===== config.mk =====
export PLATFORM = sky130hd
export DESIGN_NAME = cond_wb_stage
export DESIGN_NICKNAME = d
export VERILOG_FILES = /design/src/rtl/cpu_pkg.sv /design/src/rtl/cond_eval.sv /design/src/rtl/cond_wb_stage.sv
export SDC_FILE = /design/constraint.sdc
export NUM_CORES = 1
export LEC_CHECK = 0
export CORE_AREA = 2 2 124 126
export DETAILED_ROUTE_END_ITERATION = 8
export DIE_AREA = 0 0 126 128
export GPL_ROUTABILITY_DRIVEN = 1
export PLACE_DENSITY = 0.85
export SLEW_MARGIN = 20
export SYNTH_ARGS = -nofsm -noshare
export SYNTH_HDL_FRONTEND = slang
export SYNTH_HIERARCHICAL = 1
export SYNTH_SLANG_ARGS = --single-unit
export TNS_END_PERCENT = 20

===== constraint.sdc =====
create_clock -name clk -period 3.5 [get_ports clk]
set_clock_uncertainty 0.2 [all_clocks]
set_input_delay 1.05 -clock clk [delete_from_list [all_inputs] [get_ports clk]]
set_output_delay 1.05 -clock clk [all_outputs]
set_load 0.02 [all_outputs]

===== src/rtl/cpu_pkg.sv =====
// Shared types for the five-stage MIPS core: write kinds, reset PC, writeback entry.
// Latency: n/a (types and constants only).
// Backpressure: n/a.
package cpu_pkg;

  localparam int unsigned CPU_DW = 32;
  localparam int unsigned CPU_AW = 5;

  localparam logic [CPU_DW-1:0] PC_RESET_DEFAULT = 32'h0000_3000;

  // How the memory-stage instruction wants to use the GRF write port.
  typedef enum logic [1:0] {
    WK_NONE = 2'b00,
    WK_NORM = 2'b01,
    WK_MOVZ = 2'b10,
    WK_MOVN = 2'b11
  } wk_t;

  // One registered writeback slot; addr/data are zero whenever we is low.
  typedef struct packed {
    logic              we;
    logic [CPU_AW-1:0] addr;
    logic [CPU_DW-1:0] data;
    logic [CPU_DW-1:0] pc;
  } wb_entry_t;

endpackage


===== src/rtl/cond_eval.sv =====
// Resolves whether a memory-stage instruction really writes the GRF (movz/movn aware).
// Latency: purely combinational.
// Backpressure: none; callers decide when the result is consumed.
module cond_eval
  import cpu_pkg::*;
#(
  parameter int unsigned DW = 32,
  parameter int unsigned AW = 5
) (
  input  logic          valid_i,
  input  wk_t           kind_i,
  input  logic [AW-1:0] addr_i,
  input  logic [DW-1:0] cond_i,
  output logic          wr_ok_o,
  output logic          we_next_o
);

  logic wr_ok;

  // Kind-specific write condition; moves test the rt operand against zero.
  always_comb begin
    wr_ok = 1'b0;
    unique case (kind_i)
      WK_NORM: wr_ok = 1'b1;
      WK_MOVZ: wr_ok = (cond_i == '0);
      WK_MOVN: wr_ok = (cond_i != '0);
      default: wr_ok = 1'b0;
    endcase
  end

  assign wr_ok_o   = wr_ok;
  // $0 is hardwired to zero, so a write there is never issued.
  assign we_next_o = valid_i & wr_ok & (addr_i != '0);

endmodule


===== src/rtl/cond_wb_stage.sv =====
// MEM->WB pipeline register that resolves movz/movn on capture and drives GRF + forwarding.
// Latency: one cycle; all outputs come straight from registers.
// Backpressure: stall holds everything (counters too); flush loads a bubble and beats stall.
module cond_wb_stage
  import cpu_pkg::*;
#(
  parameter int unsigned      DW       = 32,
  parameter int unsigned      AW       = 5,
  parameter logic [DW-1:0]    PC_RESET = PC_RESET_DEFAULT
) (
  input  logic          clk,
  input  logic          reset_n,
  input  logic          m_valid,
  input  logic [1:0]    m_kind,
  input  logic [AW-1:0] m_addr,
  input  logic [DW-1:0] m_data,
  input  logic [DW-1:0] m_cond,
  input  logic [DW-1:0] m_pc,
  input  logic          stall,
  input  logic          flush,
  output logic          grf_we,
  output logic [AW-1:0] grf_waddr,
  output logic [DW-1:0] grf_wdata,
  output logic [DW-1:0] w_pc,
  output logic          fwd_valid,
  output logic [AW-1:0] fwd_addr,
  output logic [DW-1:0] fwd_data,
  output logic [31:0]   retire_cnt,
  output logic [31:0]   supp_cnt
);

  // The entry struct is sized for the core's fixed 32-bit datapath / 5-bit register index.
  wb_entry_t   wb_q, wb_d;
  logic [31:0] retire_cnt_q, retire_cnt_d;
  logic [31:0] supp_cnt_q, supp_cnt_d;

  logic        wr_ok;
  logic        we_next;
  wk_t         kind;

  assign kind = wk_t'(m_kind);

  cond_eval #(
    .DW (DW),
    .AW (AW)
  ) u_cond_eval (
    .valid_i   (m_valid),
    .kind_i    (kind),
    .addr_i    (m_addr),
    .cond_i    (m_cond),
    .wr_ok_o   (wr_ok),
    .we_next_o (we_next)
  );

  // Next-state selection: flush bubble, stall hold, otherwise capture the memory stage.
  always_comb begin
    wb_d         = wb_q;
    retire_cnt_d = retire_cnt_q;
    supp_cnt_d   = supp_cnt_q;
    if (flush) begin
      wb_d.we   = 1'b0;
      wb_d.addr = '0;
      wb_d.data = '0;
      wb_d.pc   = m_pc;
    end else if (!stall) begin
      // Zeroing addr/data when no write issues keeps the forwarding bus clean for consumers.
      wb_d.we   = we_next;
      wb_d.addr = we_next ? m_addr : '0;
      wb_d.data = we_next ? m_data : '0;
      wb_d.pc   = m_pc;
      if (m_valid) begin
        retire_cnt_d = retire_cnt_q + 32'd1;
        // A move whose condition failed still retires, but is also counted as suppressed.
        if (((kind == WK_MOVZ) || (kind == WK_MOVN)) && !wr_ok) begin
          supp_cnt_d = supp_cnt_q + 32'd1;
        end
      end
    end
  end

  // Stage register and counters with synchronous active-low reset.
  always_ff @(posedge clk) begin
    if (!reset_n) begin
      wb_q.we      <= 1'b0;
      wb_q.addr    <= '0;
      wb_q.data    <= '0;
      wb_q.pc      <= PC_RESET;
      retire_cnt_q <= '0;
      supp_cnt_q   <= '0;
    end else begin
      wb_q         <= wb_d;
      retire_cnt_q <= retire_cnt_d;
      supp_cnt_q   <= supp_cnt_d;
    end
  end

  assign grf_we     = wb_q.we;
  assign grf_waddr  = wb_q.addr;
  assign grf_wdata  = wb_q.data;
  assign w_pc       = wb_q.pc;
  assign fwd_valid  = wb_q.we;
  assign fwd_addr   = wb_q.addr;
  assign fwd_data   = wb_q.data;
  assign retire_cnt = retire_cnt_q;
  assign supp_cnt   = supp_cnt_q;

endmodule


**Yosys cells after proc, flatten, opt, wreduce, memory -nomap -nowiden**

Index checks and enable logic that the tools add are counted.

- Output and inout port bits: 172
- Bits in registers: 134
- Bits of input ports: 108
- Word-level logic and storage cells: 31

- Reduce and logical (&&, ||, !) cells: 9
- Bitwise logic cells: 5
- Multiplexer cells: 5
- Add/sub/neg operators: 2
- Equality and inequality tests: 4

Operators by type and width:

| operator | number |
|---|---|
| 2-to-1 mux 32 bit | 3 |
| adder 32 x 1 -> 32 bit, second input constant | 2 |
| zero test 32 bit | 1 |
| nonzero test 32 bit | 1 |
| 2-to-1 mux 5 bit | 1 |
| nonzero test 5 bit | 1 |
| equality test 2 bit, second input constant | 2 |
| AND reduction 4 bit | 1 |
| NOT 1 bit | 3 |
| one-hot mux 1 bit (3 select lines) | 1 |
| AND reduction 3 bit | 1 |
| AND 1 bit | 2 |
| equality test 2 x 1 -> 1 bit, second input constant | 1 |
| != test 2 x 1 -> 1 bit, second input constant | 1 |
| OR reduction 2 bit | 1 |
| logical AND 1 bit | 1 |
| zero test 1 bit | 1 |
| logical OR 1 bit | 1 |

**Logic depth before layout (Yosys ltp)**

- Depth after elaboration: 5
- Gate-level depth with buffers: 10
- Mapped depth without buffers: 8

**Hierarchy**

The synthesis kept the hierarchy.

By module, submodules not included:

| module | sequential area each (sq um) | area an instance (sq um) | instances | cells each |
|---|---|---|---|---|
| cond_wb_stage | 2682.6 | 5796.8 | 1 | 682 |
| cond_eval | 0.0 | 148.9 | 1 | 18 |

**Worst setup path before layout**

OpenSTA, ideal clock, no wires.

- Path type: input-to-reg
- Start: input port m_cond[18]
- End: register supp_cnt_q[17], in the netlist supp_cnt[17]
- Buffers on the path: 1
- Arrival: 3.049 ns
- Library setup time: 0.070 ns
- Data required time: 3.230 ns
- Setup slack: 0.181 ns
- Stages: 8
- Path through: or3_1 > nor3_2 > xnor2_1 > nand3b_1 > or3_1 > clkbuf_1 > or4_1 > a21oi_1

- Longest elaborated chain between the ends: 5
- Elaborated cells on any way between the ends: 6
- Classes of those cells: mux (1); reduce/logical (5)

Ends and longest elaborated chain:

| item | line | RTL |
|---|---|---|
| start: declaration | cond_wb_stage.sv:17 | `input logic [DW-1:0] m_cond,` |
| nonzero test 32 bit or zero test 32 bit (tied branches) | cond_eval.sv:26, cond_eval.sv:25 |  |
| one-hot mux 1 bit (3 select lines) * | cond_eval.sv:23 | `unique case (kind_i)` |
| named net wr_ok | cond_wb_stage.sv:37 | `logic wr_ok;` |
| zero test 1 bit * | cond_wb_stage.sv:74 | `if (((kind == WK_MOVZ) \|\| (kind == WK_MOVN)) && !wr_ok) begin` |
| logical AND 1 bit * | cond_wb_stage.sv:74 |  |
| AND reduction 4 bit (no source line) * | -- |  |
| end signal: assignment | cond_wb_stage.sv:93 | `supp_cnt_q <= supp_cnt_d;` |
| end: declaration | cond_wb_stage.sv:35 | `logic [31:0] supp_cnt_q, supp_cnt_d;` |

The timed path passes the listed nets; every way through them passes the cells marked *.
A chain may end at the register's enable or synchronous reset.

**Worst setup path in the final report**

- Start: input port m_cond[31]
- End: register supp_cnt_q[29], in the netlist supp_cnt[29]

The elaborated chain is that of the path after synthesis.

==> qor.yml <==
detailed_routing:
  drt-pass1-iter-count: 5
  drt.antenna.violating_nets: 0
  vias_per_cell: 5.44
  route.detailed.wl_per_inst_um: 16.5
  detailroute.via_count: 6216
  drt_iter0_drc: 468
  drt_drc_violations_left: 0
  postRouteWirelength_um: 18800
synth:
  synth-edff-count: 0
  synth-seq-area-share_pct: 45.1
  synthesis_stage_register_bit_count: 134
  syn_inst: 700
  synth_nets: 810
  avgSynthCellArea_um2: 8.49
  yosysWarningCount: 6
  mappedNetlistArea_mm2: 0.00595
  yosys_most_used_dff: "dfxtp_1"
  netlist-cell-type-count: 42
  async_reset_ff_share_pct: 0
layout:
  instances_no_fill: 1143
  top_library_cells_by_usage_in_the_layout_fill_and_taps_aside: "clkdlybuf4s50_1, dfxtp_1, nand2_1"
  antenna_cells_inserted: 0
  fin_nets: 1052
  layout_commonest_cell: "clkdlybuf4s50_1"
  postLayoutCoreUtil_pct: 63.0
  layout-drive-gt1-share_pct: 8.17
  synthToLayoutAreaGrowth_pct: 57.4
critical_path:
  worst_setup_path_end_kind: "flop"
  setup.worst_path.start_class: "primary input"
  r2r.worst_path.cells: 4
  max_incr_delay_on_cp_ps: 510
  path_cells: "clkdlybuf4s50_1, nor4b_2, nand4_1, nor3_2, xnor2_1, and3b_1, nand4_1, buf_4, or4_1, a21oi_1"
  timing.setup.critical_path_class: "in2reg"
  path_max_fanout: 20
  critPathArrivalTime_ps: 3490
  slowest_stage: "or4_1"
  worst-endpoint-required_ps: 3640
  crit_path_frequent_cell: "nand4_1"
floorplanning:
  floorplan.die_area_mm2: 0.0161
  core_mm2: 0.0149
  floorplan.io_pins: 280
  floorplan.initialDensity_pct: 40.0
  die_h_um: 128
  die-width_um: 126
  placement_rows: 45
power:
  vdd_drop_max_v: 0.000298
  power_density_mw_per_mm2: 404
  leakagePower_nw: 3.10
  post-layout-total-power_mw: 3.78
global_route:
  grt_max_degree: 83
  global_route_wire_length_before_repair_um: 29100
  antenna_found_initial: 0
  grt_util_all_layers_pct: 22.4
  first_global_vias: 5821
  grt-ovfl-total: 0
worst_hold_path:
  hold_class: "reg2reg"
  holdPathStages: 2
placement:
  dp_hpwl_um: 13300
  place_congestion: 0.822
  detailedPlace.worstSlack_ps: -322
  io_buffers: 279
  placed_cells: 1111
sta:
  final_period_demand_of_the_worst_path_ps: 3350
  final_hold_viol_count: 0
  slew_violations: 0
  finalCritPeriodShare_pct: 95.7
  max_slew_margin_pct: 63.0
  hold_slack_ps: 251
  setup_violations: 0
  tightestPinTransition_ps: 554
  postLayoutSetupSlackWorst_ps: 150
  max_clock_freq_mhz: 299
  rsz0062_at_grt: "no"
job:
  drv.max_cap_violation_count: 0
cts:
  clk_path_buf_depth: 2
  clkLatencyLatePin_ps: 410
  clock_sink_count: 134
  cts_hold_repair_buffers: 0
  worst_setup_hold_path_clk_slew_ps: 60
  clock_tree_from_tritoncts: "yes"
  clock_root_buffer: "clkbuf_16"
  maximum_level_of_the_cts_h_tree: 4
  cts_made_buffers: 17
run_status:
  status: "completed"
repair_timing:
action	4_1_cts	5_1_grt
buffers inserted	0	0
resized for setup	0	3
setup endpoints to repair	0	11
state kept, by name (all words and copies together) (netlist names):
signal	count
fwd_data	32
retire_cnt	32
w_pc	32
fwd_valid	1
fwd_addr	5
supp_cnt	32
metal layers:
layer / vias to the layer above / share of wire [%] / global-route usage [%] / wire length [µm]
met5: - / 0 / 0 / 0
met4: 0 / 2.6 / 9.18 / 482
met2: 265 / 50 / 38.7 / 9440
li1: 2958 / - / - / -
met3: 36 / 5.8 / 5.09 / 1100
met1: 2957 / 41 / 26.9 / 7800
cell usage after synthesis, types with 2 or more instances:
cell        n  share of area, %
a21oi_1    68               5.7
a22oi_1    37               4.7
and2_1      2              0.21
and4_1      5              0.74
buf_1       4              0.25
buf_4      38               4.8
buf_6       3              0.57
clkbuf_1   38               2.4
dfxtp_1   134                45
ha_1        2              0.42
inv_1      15              0.95
mux2i_1    10               1.7
nand2_1    97               6.1
nand2b_1   11               1.2
nand3_1    21               1.8
nand3b_1    2              0.25
nand4_1    19               2.0
nor2_1     54               3.4
nor2b_1     3              0.32
nor3_1      4              0.34
nor4_1     15               1.6
nor4_2      5               1.1
o211ai_1    2              0.25
o21a_1      2              0.25
o21ai_0     6              0.51
o31ai_1    28               3.5
or2_2       3              0.32
or3_1       9              0.95
or4_1      35               4.4
xnor2_1    10               1.5
xor2_1      7               1.0
power breakdown:
part / total, mW / switching (mW) / leakage (nW) / internal (mW)
clock: 1.84 / 0.666 / 0.290 / 1.17
sequential: 1.57 / 0.0188 / 1.09 / 1.56
combinational: 0.364 / 0.163 / 1.72 / 0.201
path summary, 6_finish.rpt:
check | slack, ps | endpoint | startpoint
max | 150 | supp_cnt[29] | m_cond[31]
min | 250 | w_pc[28] | w_pc[28]
max reg2reg | 960 | retire_cnt[31] | retire_cnt[12]
min reg2reg | 250 | w_pc[28] | w_pc[28]
layout make-up:
class                           instances  area [µm²]
Clock buffer                           20         467
Clock inverter                         12         151
Fill cell                            1195        5510
Inverter                               16        60.1
Multi-Input combinational cell        467        2750
Sequential cell                       134        2680
Tap cell                              188         235
Timing Repair Buffer                  306        3020
metrics by stage:
stage | setup TNS (ps) | cell area (µm²)
global route | 0 | 9360
detailed placement | -5690 | 8720
floorplan | 0 | 5950
global placement | -3980 | 8720
finish | 0 | 9360
CTS | 0 | 9340
kinds of logic (layout without fill, tap and decap cells):
group	count (synthesis)	in the layout	share of synthesized area (%)
AO/OA/AOI/OAI	146	146	15.4
XOR/XNOR	17	17	2.50
adder cells (fa/ha/maj)	2	2	0.421
buffers and inverters	99	354	9.03
flip-flops	134	134	45.1
multiplexers	10	10	1.68
AND/OR/NAND/NOR	292	292	25.8
critical path, delay by kind of cell:
family                    cells  cell delay, ps
buffers and inverters         2             620
and+or+nand+nor               6            1520
AOI/OAI and AO/OA             1             140
xor gates and xnor gates      1             140
No activity file was read; power rests on OpenSTA's default activity.
